$ cat src/rtl/pong_pkg.sv
// Shared pong definitions: state/winner encodings and field widths used by the
// game controller, pong_graph and the text overlay.
package pong_pkg;

    localparam int unsigned STATE_W = 2;
    localparam int unsigned SCORE_W = 4;
    localparam int unsigned RALLY_W = 8;
    localparam int unsigned WIN_W   = 2;

    typedef enum logic [STATE_W-1:0] {
        NEWGAME = 2'd0,
        PLAY    = 2'd1,
        NEWBALL = 2'd2,
        OVER    = 2'd3
    } state_e;

    typedef enum logic [WIN_W-1:0] {
        WIN_NONE = 2'd0,
        WIN_L    = 2'd1,
        WIN_R    = 2'd2
    } winner_e;

    // Rally counter increment that sticks at all-ones.
    function automatic logic [RALLY_W-1:0] sat_inc(input logic [RALLY_W-1:0] v);
        return (v == '1) ? v : v + RALLY_W'(1);
    endfunction

endpackage

$ cat src/rtl/pong_game_ctrl_if.sv
// Event inputs and score/state outputs exchanged between the game controller
// and its surroundings (buttons, VGA timing, pong_graph, overlay).
interface pong_game_ctrl_if;
    import pong_pkg::*;

    logic               btn_start;
    logic               frame_tick;
    logic               hit;
    logic               miss_l;
    logic               miss_r;
    logic               gra_still;
    logic [SCORE_W-1:0] score_l;
    logic [SCORE_W-1:0] score_r;
    logic [RALLY_W-1:0] rally;
    logic [WIN_W-1:0]   winner;
    logic [STATE_W-1:0] state;

    modport master (
        output btn_start, frame_tick, hit, miss_l, miss_r,
        input  gra_still, score_l, score_r, rally, winner, state
    );

    modport slave (
        input  btn_start, frame_tick, hit, miss_l, miss_r,
        output gra_still, score_l, score_r, rally, winner, state
    );

endinterface

$ cat src/rtl/pong_timer.sv
// Loadable down-counter for the serve/game-over pause; counts frame ticks,
// holds at zero, and flags the tick that arrives while already at zero.
module pong_timer #(
    parameter int unsigned WIDTH    = 7,
    parameter int unsigned LOAD_VAL = 120
) (
    input  logic clk,
    input  logic reset,
    input  logic load_i,
    input  logic tick_i,
    output logic done_o
);

    logic [WIDTH-1:0] count_q, count_d;

    always_comb begin
        count_d = count_q;
        if (load_i) begin
            count_d = WIDTH'(LOAD_VAL);
        end else if (tick_i && (count_q != '0)) begin
            count_d = count_q - WIDTH'(1);
        end
    end

    always_ff @(posedge clk) begin
        if (reset) begin
            count_q <= '0;
        end else begin
            count_q <= count_d;
        end
    end

    assign done_o = tick_i && (count_q == '0);

endmodule

$ cat src/rtl/pong_game_ctrl.sv
// Pong match sequencer: start, serve pauses, scoring, rally count and winner.
module pong_game_ctrl
    import pong_pkg::*;
#(
    parameter int unsigned TIMER_TICKS = 120,
    parameter int unsigned WIN_SCORE   = 9
) (
    input  logic              clk,
    input  logic              reset,
    pong_game_ctrl_if.slave   bus
);

    localparam int unsigned TIMER_W = (TIMER_TICKS > 0) ? $clog2(TIMER_TICKS + 1) : 1;

    state_e             state_q, state_d;
    winner_e            winner_q, winner_d;
    logic [SCORE_W-1:0] score_l_q, score_l_d;
    logic [SCORE_W-1:0] score_r_q, score_r_d;
    logic [RALLY_W-1:0] rally_q, rally_d;
    logic               start_prev_q;
    logic [SCORE_W-1:0] new_l, new_r;
    logic               start_rise;
    logic               pausing;
    logic               timer_load;
    logic               timer_done;

    assign start_rise = bus.btn_start & ~start_prev_q;
    assign pausing    = (state_q == NEWBALL) || (state_q == OVER);

    pong_timer #(
        .WIDTH    (TIMER_W),
        .LOAD_VAL (TIMER_TICKS)
    ) u_timer (
        .clk    (clk),
        .reset  (reset),
        .load_i (timer_load),
        .tick_i (bus.frame_tick & pausing),
        .done_o (timer_done)
    );

    always_comb begin
        state_d    = state_q;
        winner_d   = winner_q;
        score_l_d  = score_l_q;
        score_r_d  = score_r_q;
        rally_d    = rally_q;
        timer_load = 1'b0;
        new_l      = score_l_q + SCORE_W'(1);
        new_r      = score_r_q + SCORE_W'(1);

        case (state_q)
            NEWGAME: begin
                score_l_d = '0;
                score_r_d = '0;
                rally_d   = '0;
                winner_d  = WIN_NONE;
                if (start_rise) begin
                    state_d = PLAY;
                end
            end
            PLAY: begin
                // A miss ends the rally and overrides any simultaneous hit.
                if (bus.miss_l || bus.miss_r) begin
                    rally_d    = '0;
                    timer_load = 1'b1;
                    state_d    = NEWBALL;
                    if (bus.miss_l && !bus.miss_r) begin
                        score_r_d = new_r;
                        if (new_r == SCORE_W'(WIN_SCORE)) begin
                            state_d  = OVER;
                            winner_d = WIN_R;
                        end
                    end else if (bus.miss_r && !bus.miss_l) begin
                        score_l_d = new_l;
                        if (new_l == SCORE_W'(WIN_SCORE)) begin
                            state_d  = OVER;
                            winner_d = WIN_L;
                        end
                    end
                end else if (bus.hit) begin
                    rally_d = sat_inc(rally_q);
                end
            end
            NEWBALL: begin
                if (timer_done) begin
                    state_d = PLAY;
                end
            end
            OVER: begin
                if (timer_done) begin
                    state_d   = NEWGAME;
                    score_l_d = '0;
                    score_r_d = '0;
                    winner_d  = WIN_NONE;
                end
            end
            default: begin
                state_d = NEWGAME;
            end
        endcase
    end

    always_ff @(posedge clk) begin
        if (reset) begin
            state_q      <= NEWGAME;
            winner_q     <= WIN_NONE;
            score_l_q    <= '0;
            score_r_q    <= '0;
            rally_q      <= '0;
            start_prev_q <= 1'b0;
        end else begin
            state_q      <= state_d;
            winner_q     <= winner_d;
            score_l_q    <= score_l_d;
            score_r_q    <= score_r_d;
            rally_q      <= rally_d;
            start_prev_q <= bus.btn_start;
        end
    end

    assign bus.gra_still = (state_q != PLAY);
    assign bus.state     = state_q;
    assign bus.score_l   = score_l_q;
    assign bus.score_r   = score_r_q;
    assign bus.rally     = rally_q;
    assign bus.winner    = winner_q;

endmodule

$ cat src/flat_wrapper.sv
// flat-port wrapper written by rule: the top's interface ports become plain ports
module pong_game_ctrl_flat import pong_pkg::*;
#(
    parameter int unsigned TIMER_TICKS = 120,
    parameter int unsigned WIN_SCORE   = 9
)
  (clk, reset, bus_btn_start, bus_frame_tick, bus_hit, bus_miss_l, bus_miss_r, bus_gra_still, bus_score_l, bus_score_r, bus_rally, bus_winner, bus_state);
  pong_game_ctrl_if bus_i ();
  input  logic clk;
  input  logic reset;
  input wire logic [$bits(bus_i.btn_start)-1:0] bus_btn_start;
  input wire logic [$bits(bus_i.frame_tick)-1:0] bus_frame_tick;
  input wire logic [$bits(bus_i.hit)-1:0] bus_hit;
  input wire logic [$bits(bus_i.miss_l)-1:0] bus_miss_l;
  input wire logic [$bits(bus_i.miss_r)-1:0] bus_miss_r;
  output wire logic [$bits(bus_i.gra_still)-1:0] bus_gra_still;
  output wire logic [$bits(bus_i.score_l)-1:0] bus_score_l;
  output wire logic [$bits(bus_i.score_r)-1:0] bus_score_r;
  output wire logic [$bits(bus_i.rally)-1:0] bus_rally;
  output wire logic [$bits(bus_i.winner)-1:0] bus_winner;
  output wire logic [$bits(bus_i.state)-1:0] bus_state;
  assign bus_i.btn_start = bus_btn_start;
  assign bus_i.frame_tick = bus_frame_tick;
  assign bus_i.hit = bus_hit;
  assign bus_i.miss_l = bus_miss_l;
  assign bus_i.miss_r = bus_miss_r;
  assign bus_gra_still = bus_i.gra_still;
  assign bus_score_l = bus_i.score_l;
  assign bus_score_r = bus_i.score_r;
  assign bus_rally = bus_i.rally;
  assign bus_winner = bus_i.winner;
  assign bus_state = bus_i.state;
  pong_game_ctrl #(.TIMER_TICKS(TIMER_TICKS), .WIN_SCORE(WIN_SCORE)) u_core (.clk(clk), .reset(reset), .bus(bus_i));
endmodule
$ cat config.mk
export PLATFORM = sky130hd
export DESIGN_NAME = pong_game_ctrl_flat
export DESIGN_NICKNAME = d
export VERILOG_FILES = /design/src/rtl/pong_pkg.sv /design/src/rtl/pong_game_ctrl_if.sv /design/src/rtl/pong_timer.sv /design/src/rtl/pong_game_ctrl.sv /design/src/flat_wrapper.sv
export SDC_FILE = /design/constraint.sdc
export NUM_CORES = 1
export LEC_CHECK = 0
export CORE_ASPECT_RATIO = 0.9
export CORE_MARGIN = 10
export CORE_UTILIZATION = 46
export CTS_CLUSTER_SIZE = 8
export DETAILED_ROUTE_END_ITERATION = 8
export GPL_ROUTABILITY_DRIVEN = 0
export PLACE_DENSITY = 0.8
export SLEW_MARGIN = 30
export SYNTH_ARGS = -nofsm -noshare
export SYNTH_HDL_FRONTEND = slang
export SYNTH_SLANG_ARGS = --single-unit
$ cat constraint.sdc
create_clock -name clk -period 1.7 [get_ports clk]
set_input_delay 0.34 -clock clk [delete_from_list [all_inputs] [get_ports clk]]
set_output_delay 0.34 -clock clk [all_outputs]
set_load 0.005 [all_outputs]
==> flow_metrics.env, run 1 <==
export IMPL_postSynthNetCount=202
export IMPL_crit_fanout=5
export IMPL_area_growth_syn_to_layout_pct=48.1
export IMPL_drtAntennaViolNets=0
export IMPL_clock_root_buffer="clkbuf_4"
export IMPL_layout_drive_gt1_share=0.281
export IMPL_dp_hpwl_um=3160
export IMPL_h_tree_depth=1
export IMPL_total_power_mw=1.64
export IMPL_post_route_util=0.721
export IMPL_yosysSeqAreaShare=0.372
export IMPL_status="completed"
export IMPL_grt_use_total=0.139
export IMPL_maxClockFrequency_mhz=594
export IMPL_grt_overflow=0
export IMPL_io_buffer_count=27
export IMPL_synth_area_leaders="dfxtp_1, a21oi_1, ha_1"
export IMPL_rsz0062_at_grt="true"
export IMPL_grt_pass1_vias=1531
export IMPL_vias_per_cell=5.36
export IMPL_antennaDiodeCount=0
export IMPL_finalNetCount=271
export IMPL_cp_required_ns=1.95
export IMPL_tns_ns=0
export IMPL_grt_pass1_wl_um=6760
export IMPL_remaining_drc_errors=0
export IMPL_worst_pin_slew_ns=0.342
export IMPL_cts_buffers=3
export IMPL_clkTransAtPathRegs_ns=0.15
export IMPL_syn_area_mm2=0.00151
export IMPL_core_area_mm2=0.00309
export IMPL_syn_instance_count=188
export IMPL_cts_buffer_depth=2
export IMPL_routedWlPerCell_um=14.0
export IMPL_first_pass_iters=4
export IMPL_dieArea_mm2=0.00596
export IMPL_pin_count=28
export IMPL_cts_tree="done"
export IMPL_syn_area_per_cell_um2=8.01
export IMPL_slew_headroom=0.769
export IMPL_hold_path_depth=1
export IMPL_powerDensity_mw_per_mm2=737
export IMPL_dp_slack_ns=-0.373
export IMPL_power_leakage_nw=0.992
export IMPL_holdWs_ns=0.510
export IMPL_hold_class="reg2reg"
export IMPL_reg2reg_depth=6
export IMPL_yosysWarnings=0
export IMPL_fp_dieW_um=80.3
export IMPL_num_vias=1597
export IMPL_synth_top_area_cell="dfxtp_1"
export IMPL_ys_types=41
export IMPL_rows=19
export IMPL_wl_um=4170
export IMPL_fillers=258
export IMPL_synth_top_area_frac=0.372
export IMPL_hold_violations=0
export IMPL_critPathLaunchType="flop"
export IMPL_slew_violations=0
export IMPL_arrival_ns=1.93
export IMPL_grt_max_degree=16
export IMPL_drt_iter0_drc=102
export IMPL_clock_sinks=28
export IMPL_cap_violations=0
export IMPL_finalSetupViolCount=0
export IMPL_fin_ws_ns=0.0162
export IMPL_path_class="reg2reg"
export IMPL_ys_seq_elements=28
export IMPL_period_minus_slack_ns=1.68
export IMPL_vdd_drop_max_uv=703
export IMPL_crit_path_end_kind="flop"
export IMPL_insertion_delay_ns=0.34
export IMPL_start_util=0.487
export IMPL_antenna_found_initial=0
export IMPL_die_y_um=74.3
export IMPL_fin_crit_sh=0.990
export IMPL_skew_ns=0.00583
-- per-layer routing --
layer,GRT usage,part of all wire
met5,0,0
met3,0.0458,0.059
met4,0.0508,0.021
met2,0.231,0.49
met1,0.165,0.43
-- area by class of cell --
class | instances | area (µm²) | area share
inverter | 10 | 37.5 | 0.0168
timing repair buffer | 67 | 588 | 0.264
sequential | 28 | 579 | 0.260
multi-input combinational | 147 | 936 | 0.420
clock buffer | 4 | 36.3 | 0.0163
tap | 42 | 52.6 | 0.0236
-- worst max-delay path: stages, from the launching register on --
cell and delay, ns:
dfxtp_2 0.37, ha_1 0.22, a41o_1 0.27, a211oi_2 0.33, nand3_1 0.14, xnor2_1 0.14, nor2b_1 0.13
-- flip-flops by register name, summed over array words and instances, names as in the netlist --
register / cells
u_core.bus.rally: 8
u_core.bus.score_l: 4
u_core.bus.score_r: 4
u_core.bus.state: 2
u_core.bus.winner: 2
u_core.start_prev_q: 1
u_core.u_timer.count_q: 7
-- cell families after synthesis --
kind of cell,after synthesis,synth area share
AOI/OAI and AO/OA,46,0.188
xor gates and xnor gates,12,0.0698
adders and majority gates,7,0.0582
buffers and inverters,13,0.0324
DFF,28,0.372
and+or+nand+nor,82,0.279
-- placed cells by master, fill, tap and decap left out, drive strengths merged, types with 2 or more instances in the layout --
cell and count:
a21oi 20, clkdlybuf4s50 17, dfxtp 28, inv 9
dlymetal6s2s 8, a31oi 3, ha 7, clkbuf 4
a22oi 3, xor2 7, o21ai 10, buf 40
or3 2, xnor2 5, nand3 11, nor2b 4
nand3b 2, a211oi 2, nor3 9, dlygate4sd2 2
nand2b 4, nor2 20, nand2 22
-- worst paths after layout --
kind / slack (ns) / from / endpoint
worst max-delay path: 0.02 / u_core.bus.rally[0] / u_core.bus.rally[7]
worst min-delay path: 0.51 / u_core.bus.rally[6] / u_core.bus.rally[6]
worst max register to register: 0.02 / u_core.bus.rally[0] / u_core.bus.rally[7]
worst min register to register: 0.51 / u_core.bus.rally[6] / u_core.bus.rally[6]
-- cell usage after synthesis, drive strengths merged --
master	n
nand2	22
o211ai	1
or3	2
a41oi	1
nor4	1
nand3	11
nor3	9
inv	9
nand4	1
o311ai	1
a2111oi	1
a41o	1
o31ai	1
nor3b	1
and4	1
xnor2	5
dfxtp	28
nor2b	4
xor2	7
nand2b	4
a21o	1
a311oi	1
a31oi	3
clkinv	1
nand3b	2
nor2	20
o21ai	10
ha	7
a22oi	3
and3	1
or4	1
a21oi	20
a211oi	2
nand4b	1
clkbuf	3
and2	1
-- metrics by stage --
step	instances	area (µm²)
3_3_place_gp	290	2090
6_report	298	2230
2_1_floorplan	188	1510
4_1_cts	295	2140
3_5_place_dp	290	2090
5_1_grt	298	2230
-- where the power goes --
group          switching [mW]  internal, mW  leakage [nW]  total, mW
combinational           0.286         0.274         0.737      0.560
sequential             0.0478         0.705         0.235      0.753
clock                   0.199         0.132        0.0210      0.331
total                   0.532          1.11         0.992       1.64
-- what timing repair did --
item	4_1_cts	5_1_grt
gates resized for setup	7	28
buffers inserted	1	3
hold buffers	0	0
endpoints found under the setup margin	11	27
pin swaps	2	8
gates cloned	0	0
(Power assumes the default switching activity.)
==> run 2: changes to the inputs <==
Settings changed: CTS_CLUSTER_DIAMETER set to 150.
==> results of run 2 <==
No change in the layout: final DEF, timing and power equal those of run 1.
